`src/rtl/mem_arbiter.sv`:
```
// Two-port arbiter in front of a single level-handshake memory controller port.
// One transaction in flight; round-robin or fixed priority; optional ack watchdog.
module mem_arbiter #(
  parameter int unsigned ADDR_W     = 8,
  parameter int unsigned DATA_W     = 8,
  parameter int unsigned FIXED_PRIO = 0,
  parameter int unsigned TIMEOUT    = 0
) (
  input  logic              clk,
  input  logic              reset,
  input  logic              r0_en,
  input  logic              r0_we,
  input  logic [ADDR_W-1:0] r0_addr,
  input  logic [DATA_W-1:0] r0_di,
  output logic [DATA_W-1:0] r0_do,
  output logic              r0_ack,
  input  logic              r1_en,
  input  logic              r1_we,
  input  logic [ADDR_W-1:0] r1_addr,
  input  logic [DATA_W-1:0] r1_di,
  output logic [DATA_W-1:0] r1_do,
  output logic              r1_ack,
  output logic              err,
  output logic              mem_en,
  output logic              mem_we,
  output logic [ADDR_W-1:0] mem_addr,
  output logic [DATA_W-1:0] mem_di,
  input  logic [DATA_W-1:0] mem_do,
  input  logic              mem_do_ack
);

  localparam int unsigned WdogW = (TIMEOUT > 0) ? $clog2(TIMEOUT) + 1 : 1;
  localparam logic [WdogW-1:0] WdogLast = WdogW'((TIMEOUT > 0) ? TIMEOUT - 1 : 0);

  typedef enum logic [1:0] {StIdle, StBusy, StDone} state_e;

  state_e              state_q, state_d;
  logic                mem_en_q, mem_en_d;
  logic                mem_we_q, mem_we_d;
  logic [ADDR_W-1:0]   mem_addr_q, mem_addr_d;
  logic [DATA_W-1:0]   mem_di_q, mem_di_d;
  logic                grant_q, grant_d;
  logic                last_grant_q, last_grant_d;
  logic [WdogW-1:0]    wdog_q, wdog_d;
  logic [DATA_W-1:0]   r0_do_q, r0_do_d, r1_do_q, r1_do_d;
  logic                r0_ack_q, r0_ack_d, r1_ack_q, r1_ack_d;
  logic                err_q, err_d;
  logic                win1;

  // On a tie, round-robin hands the grant to whichever port did not win last time.
  always_comb begin
    win1 = r1_en;
    if (r0_en && r1_en) begin
      win1 = (FIXED_PRIO != 0) ? 1'b0 : ~last_grant_q;
    end
  end

  always_comb begin
    state_d      = state_q;
    mem_en_d     = mem_en_q;
    mem_we_d     = mem_we_q;
    mem_addr_d   = mem_addr_q;
    mem_di_d     = mem_di_q;
    grant_d      = grant_q;
    last_grant_d = last_grant_q;
    wdog_d       = wdog_q;
    r0_do_d      = r0_do_q;
    r1_do_d      = r1_do_q;
    r0_ack_d     = r0_ack_q;
    r1_ack_d     = r1_ack_q;
    err_d        = err_q;
    unique case (state_q)
      StIdle: begin
        if (r0_en || r1_en) begin
          grant_d      = win1;
          last_grant_d = win1;
          mem_en_d     = 1'b1;
          mem_we_d     = win1 ? r1_we : r0_we;
          mem_addr_d   = win1 ? r1_addr : r0_addr;
          mem_di_d     = win1 ? r1_di : r0_di;
          wdog_d       = '0;
          state_d      = StBusy;
        end
      end
      StBusy: begin
        if (mem_do_ack) begin
          mem_en_d = 1'b0;
          if (grant_q) begin
            r1_do_d  = mem_do;
            r1_ack_d = 1'b1;
          end else begin
            r0_do_d  = mem_do;
            r0_ack_d = 1'b1;
          end
          state_d = StDone;
        end else if (TIMEOUT != 0) begin
          wdog_d = wdog_q + 1'b1;
          if (wdog_q == WdogLast) begin
            mem_en_d = 1'b0;
            err_d    = 1'b1;
            wdog_d   = wdog_q;
            if (grant_q) begin
              r1_do_d  = '0;
              r1_ack_d = 1'b1;
            end else begin
              r0_do_d  = '0;
              r0_ack_d = 1'b1;
            end
            state_d = StDone;
          end
        end
      end
      StDone: begin
        r0_ack_d = 1'b0;
        r1_ack_d = 1'b0;
        err_d    = 1'b0;
        state_d  = StIdle;
      end
      default: state_d = StIdle;
    endcase
  end

  always_ff @(posedge clk or negedge reset) begin
    if (!reset) begin
      state_q      <= StIdle;
      mem_en_q     <= 1'b0;
      mem_we_q     <= 1'b0;
      mem_addr_q   <= '0;
      mem_di_q     <= '0;
      grant_q      <= 1'b0;
      last_grant_q <= 1'b1;
      wdog_q       <= '0;
      r0_do_q      <= '0;
      r1_do_q      <= '0;
      r0_ack_q     <= 1'b0;
      r1_ack_q     <= 1'b0;
      err_q        <= 1'b0;
    end else begin
      state_q      <= state_d;
      mem_en_q     <= mem_en_d;
      mem_we_q     <= mem_we_d;
      mem_addr_q   <= mem_addr_d;
      mem_di_q     <= mem_di_d;
      grant_q      <= grant_d;
      last_grant_q <= last_grant_d;
      wdog_q       <= wdog_d;
      r0_do_q      <= r0_do_d;
      r1_do_q      <= r1_do_d;
      r0_ack_q     <= r0_ack_d;
      r1_ack_q     <= r1_ack_d;
      err_q        <= err_d;
    end
  end

  assign mem_en   = mem_en_q;
  assign mem_we   = mem_we_q;
  assign mem_addr = mem_addr_q;
  assign mem_di   = mem_di_q;
  assign r0_do    = r0_do_q;
  assign r1_do    = r1_do_q;
  assign r0_ack   = r0_ack_q;
  assign r1_ack   = r1_ack_q;
  assign err      = err_q;

endmodule

```
`config.mk`:
```
export PLATFORM = sky130hd
export DESIGN_NAME = mem_arbiter
export DESIGN_NICKNAME = d
export VERILOG_FILES = /design/src/rtl/mem_arbiter.sv
export SDC_FILE = /design/constraint.sdc
export NUM_CORES = 1
export LEC_CHECK = 0
export CAP_MARGIN = 30
export CORE_MARGIN = 2
export CORE_UTILIZATION = 41
export DETAILED_ROUTE_END_ITERATION = 6
export GPL_TIMING_DRIVEN = 1
export HOLD_SLACK_MARGIN = 0.08
export PLACE_DENSITY = 0.84
export SYNTH_ARGS = -nofsm -noshare
export SYNTH_HDL_FRONTEND = slang
export SYNTH_SLANG_ARGS = --single-unit
export TNS_END_PERCENT = 100
```
`constraint.sdc`:
```
create_clock -name clk -period 2.2 [get_ports clk]
set_input_delay 0.66 -clock clk [delete_from_list [all_inputs] [get_ports clk]]
set_output_delay 0.66 -clock clk [all_outputs]
set_load 0.1 [all_outputs]
```
==> results of run 1 <==
logic make-up after synthesis:
kind of cell,count (synthesis),synth area share (%)
other,1,0.210
flip-flops,40,56.1
buffers and inverters,8,3.36
AO/OA/AOI/OAI,3,1.40
AND/OR/NAND/NOR,10,3.01
multiplexers,52,36.0
placed cells by master, fill, tap and decap left out, types with 2 or more instances in the layout:
cell | Yosys | final
a21o_1 | 2 | 2
buf_12 | 1 | 4
buf_4 | 1 | 39
clkbuf_8 | 0 | 6
clkdlybuf4s50_1 | 0 | 45
dfrtp_1 | 39 | 39
inv_1 | 3 | 3
mux2_2 | 34 | 34
mux2_4 | 16 | 16
mux2i_1 | 2 | 2
nand2_1 | 3 | 3
worst max-delay path: stages:
cell,delay [ns]
clkdlybuf4s50_1,0.42
a21bo_1,0.24
buf_4,0.18
mux2_2,0.34
mux2_2,0.27
registers in the layout (all words and copies together) (netlist names):
name,count
r0_ack,1
r1_ack,1
mem_en,1
mem_di,8
mem_addr,8
mem_we,1
grant_q,1
r0_do,8
r1_do,8
last_grant_q,1
state_q,2
routing by layer:
layer | routed length, microns | track usage (%) | vias up
met3 | 256 | 6.78 | 2
met2 | 2210 | 31.5 | 43
met4 | 30 | 6.84 | 0
met5 | 0 | 0 | -
met1 | 1460 | 20.1 | 637
li1 | - | - | 579
cell type report:
class,instances,area (sq um),share of cell area (%)
Clock inverter,1,7.51,0.275
Timing Repair Buffer,89,828,30.3
Tap cell,52,65.1,2.38
Multi-Input combinational cell,66,731,26.8
Clock buffer,7,86.3,3.16
Sequential cell,40,1000,36.7
Inverter,3,11.3,0.412
per-stage QoR:
step                      std cells  utilization (%)
after floorplan                 114                -
after global placement          250             61.9
after detailed placement        250             61.9
after CTS                       258             64.1
after global routing            258             64.1
final                           258             64.1
path summary, 6_finish.rpt:
path | endpoint | slack (ns) | cells past startpoint
hold / removal | r1_do[5]$_DFFE_PN0P_ | 0.42 | 2
min in group clk | last_grant_q$_DFFE_PN1P_ | 0.48 | 2
setup reg to reg | mem_di[0]$_DFFE_PN0P_ | 0.59 | 4
max in group asynchronous | last_grant_q$_DFFE_PN1P_ | 1.42 | 2
hold reg to reg | last_grant_q$_DFFE_PN1P_ | 0.48 | 2
setup / recovery | mem_di[0]$_DFFE_PN0P_ | 0.25 | 5
Yosys cell counts:
cell type  instances
inv_1              3
dfstp_2            1
conb_1             1
nor3b_1            1
buf_12             1
dfrtp_1           39
nor3_1             1
nor2_2             1
mux2_2            34
nor2_1             1
mux2_4            16
mux2i_1            2
buf_6              1
nand3b_1           1
or2_2              1
buf_2              2
nand2_1            3
nand2b_1           1
a21o_1             2
buf_4              1
a21bo_1            1
==> results.ini, run 1 <==
[grt]
grt_antenna_before_repair=0
track_usage_pct=18.1
grt_pass1_vias=1398
grt_pass1_wl_microns=6870
grt_overflow=0
grt_max_degree=41

[worst_setup_path]
crit_arrival_ns=2.12
cp_max_fo=8
rr_startpoint=last_grant_q$_DFFE_PN1P_
required_ns=2.37
worst_setup_path_end_kind=register
startpoint=r1_en
crit_type=primary input to register
start_kind=primary input

[hold_path]
hold_path.class=primary input to asynchronous set/reset pin

[clock_network]
post-cts-setup-buffer-count=0
cts_sinks=40
cts_made_buffers=5
cts.reportedPaths.clkPinSlew_ns=0.08
htree_levels=2
clock_path_buffers=2
cts_hold_buf=0
cts_tree=done
clockRootBuffer=clkbuf_8
postCtsResizedCells=0
clock_latency_ns=0.28

[drt]
firstDrtPassIters=3
drt-total-wl_microns=3960
post_drt_wl_per_cell_microns=15.3
dr.first_iter.drc_count=30
via_per_inst=4.89
drc_errors=0
antenna_left=0
vias=1261

[synth]
synth-seq-area-share_pct=56.1
synth_top_area_share_pct=54.6
synth_cell_types=21
synth.net_count=161
synth_largest_area_cell=dfrtp_1
synth_seq_cells=40
synthTopCellsByArea=dfrtp_1 (55%), mux2_2 (21%), mux2_4 (13%)
netlist_instances=114
yosys_warnings=0
syn_area_per_cell_sq_um=15.7
syn_area_sq_um=1790

[place]
place_congestion=0.821
placed_cell_area_sq_um=2640
hpwl_microns=3050
place_ws_ns=-0.0564
portBuffers=82

[die]
core_sq_um=4260
die-area_sq_um=4900
die_y_microns=70.0
io_pins=84
die_x_microns=70.0
num_rows=24
start_util_pct=41.9

[sta]
finalWorstSetupSlack_ns=0.253
min_period_ns=1.95
period_share_pct=88.5
finalSetupViolations=0
max_freq_mhz=513
tns_ns=0
final_max_slew_viol_count=0
hold_violations=0
skew_ns=0.00701
rsz0062_at_grt=no
fin_hold_ws_ns=0.415

[cells_and_area]
fin_area_sq_um=2730
n_fill_cell=338
drive_gt1_share_pct=51.0
syn2layout_area_growth_pct=52.8
nNetsFinal=252
n_antenna_cell=0

[run]
maxCapViolCount=0

[status]
status=finished, final reports clean

Power of run 1 is not shown: default switching activity piles up to over one toggle a cycle in this logic, so the estimate is an artifact.
==> run 2: changes to the inputs <==
--- a/config.mk
+++ b/config.mk
@@ -12,6 +12,7 @@
 export GPL_TIMING_DRIVEN = 1
 export HOLD_SLACK_MARGIN = 0.08
 export PLACE_DENSITY = 0.84
+export SLEW_MARGIN = 20
 export SYNTH_ARGS = -nofsm -noshare
 export SYNTH_HDL_FRONTEND = slang
 export SYNTH_SLANG_ARGS = --single-unit
==> results of run 2 <==
No change in the layout: final DEF, timing and power equal those of run 1.
Power of run 2 is left out for the same reason.
==> run 3: changes to the inputs <==
--- a/config.mk
+++ b/config.mk
@@ -5,6 +5,7 @@
 export SDC_FILE = /design/constraint.sdc
 export NUM_CORES = 1
 export LEC_CHECK = 0
+export ABC_CLOCK_PERIOD_IN_PS = 2200
 export CAP_MARGIN = 30
 export CORE_MARGIN = 2
 export CORE_UTILIZATION = 41
==> results of run 3 <==
No change in the layout: final DEF, timing and power equal those of run 1.
Power of run 3 is left out for the same reason.
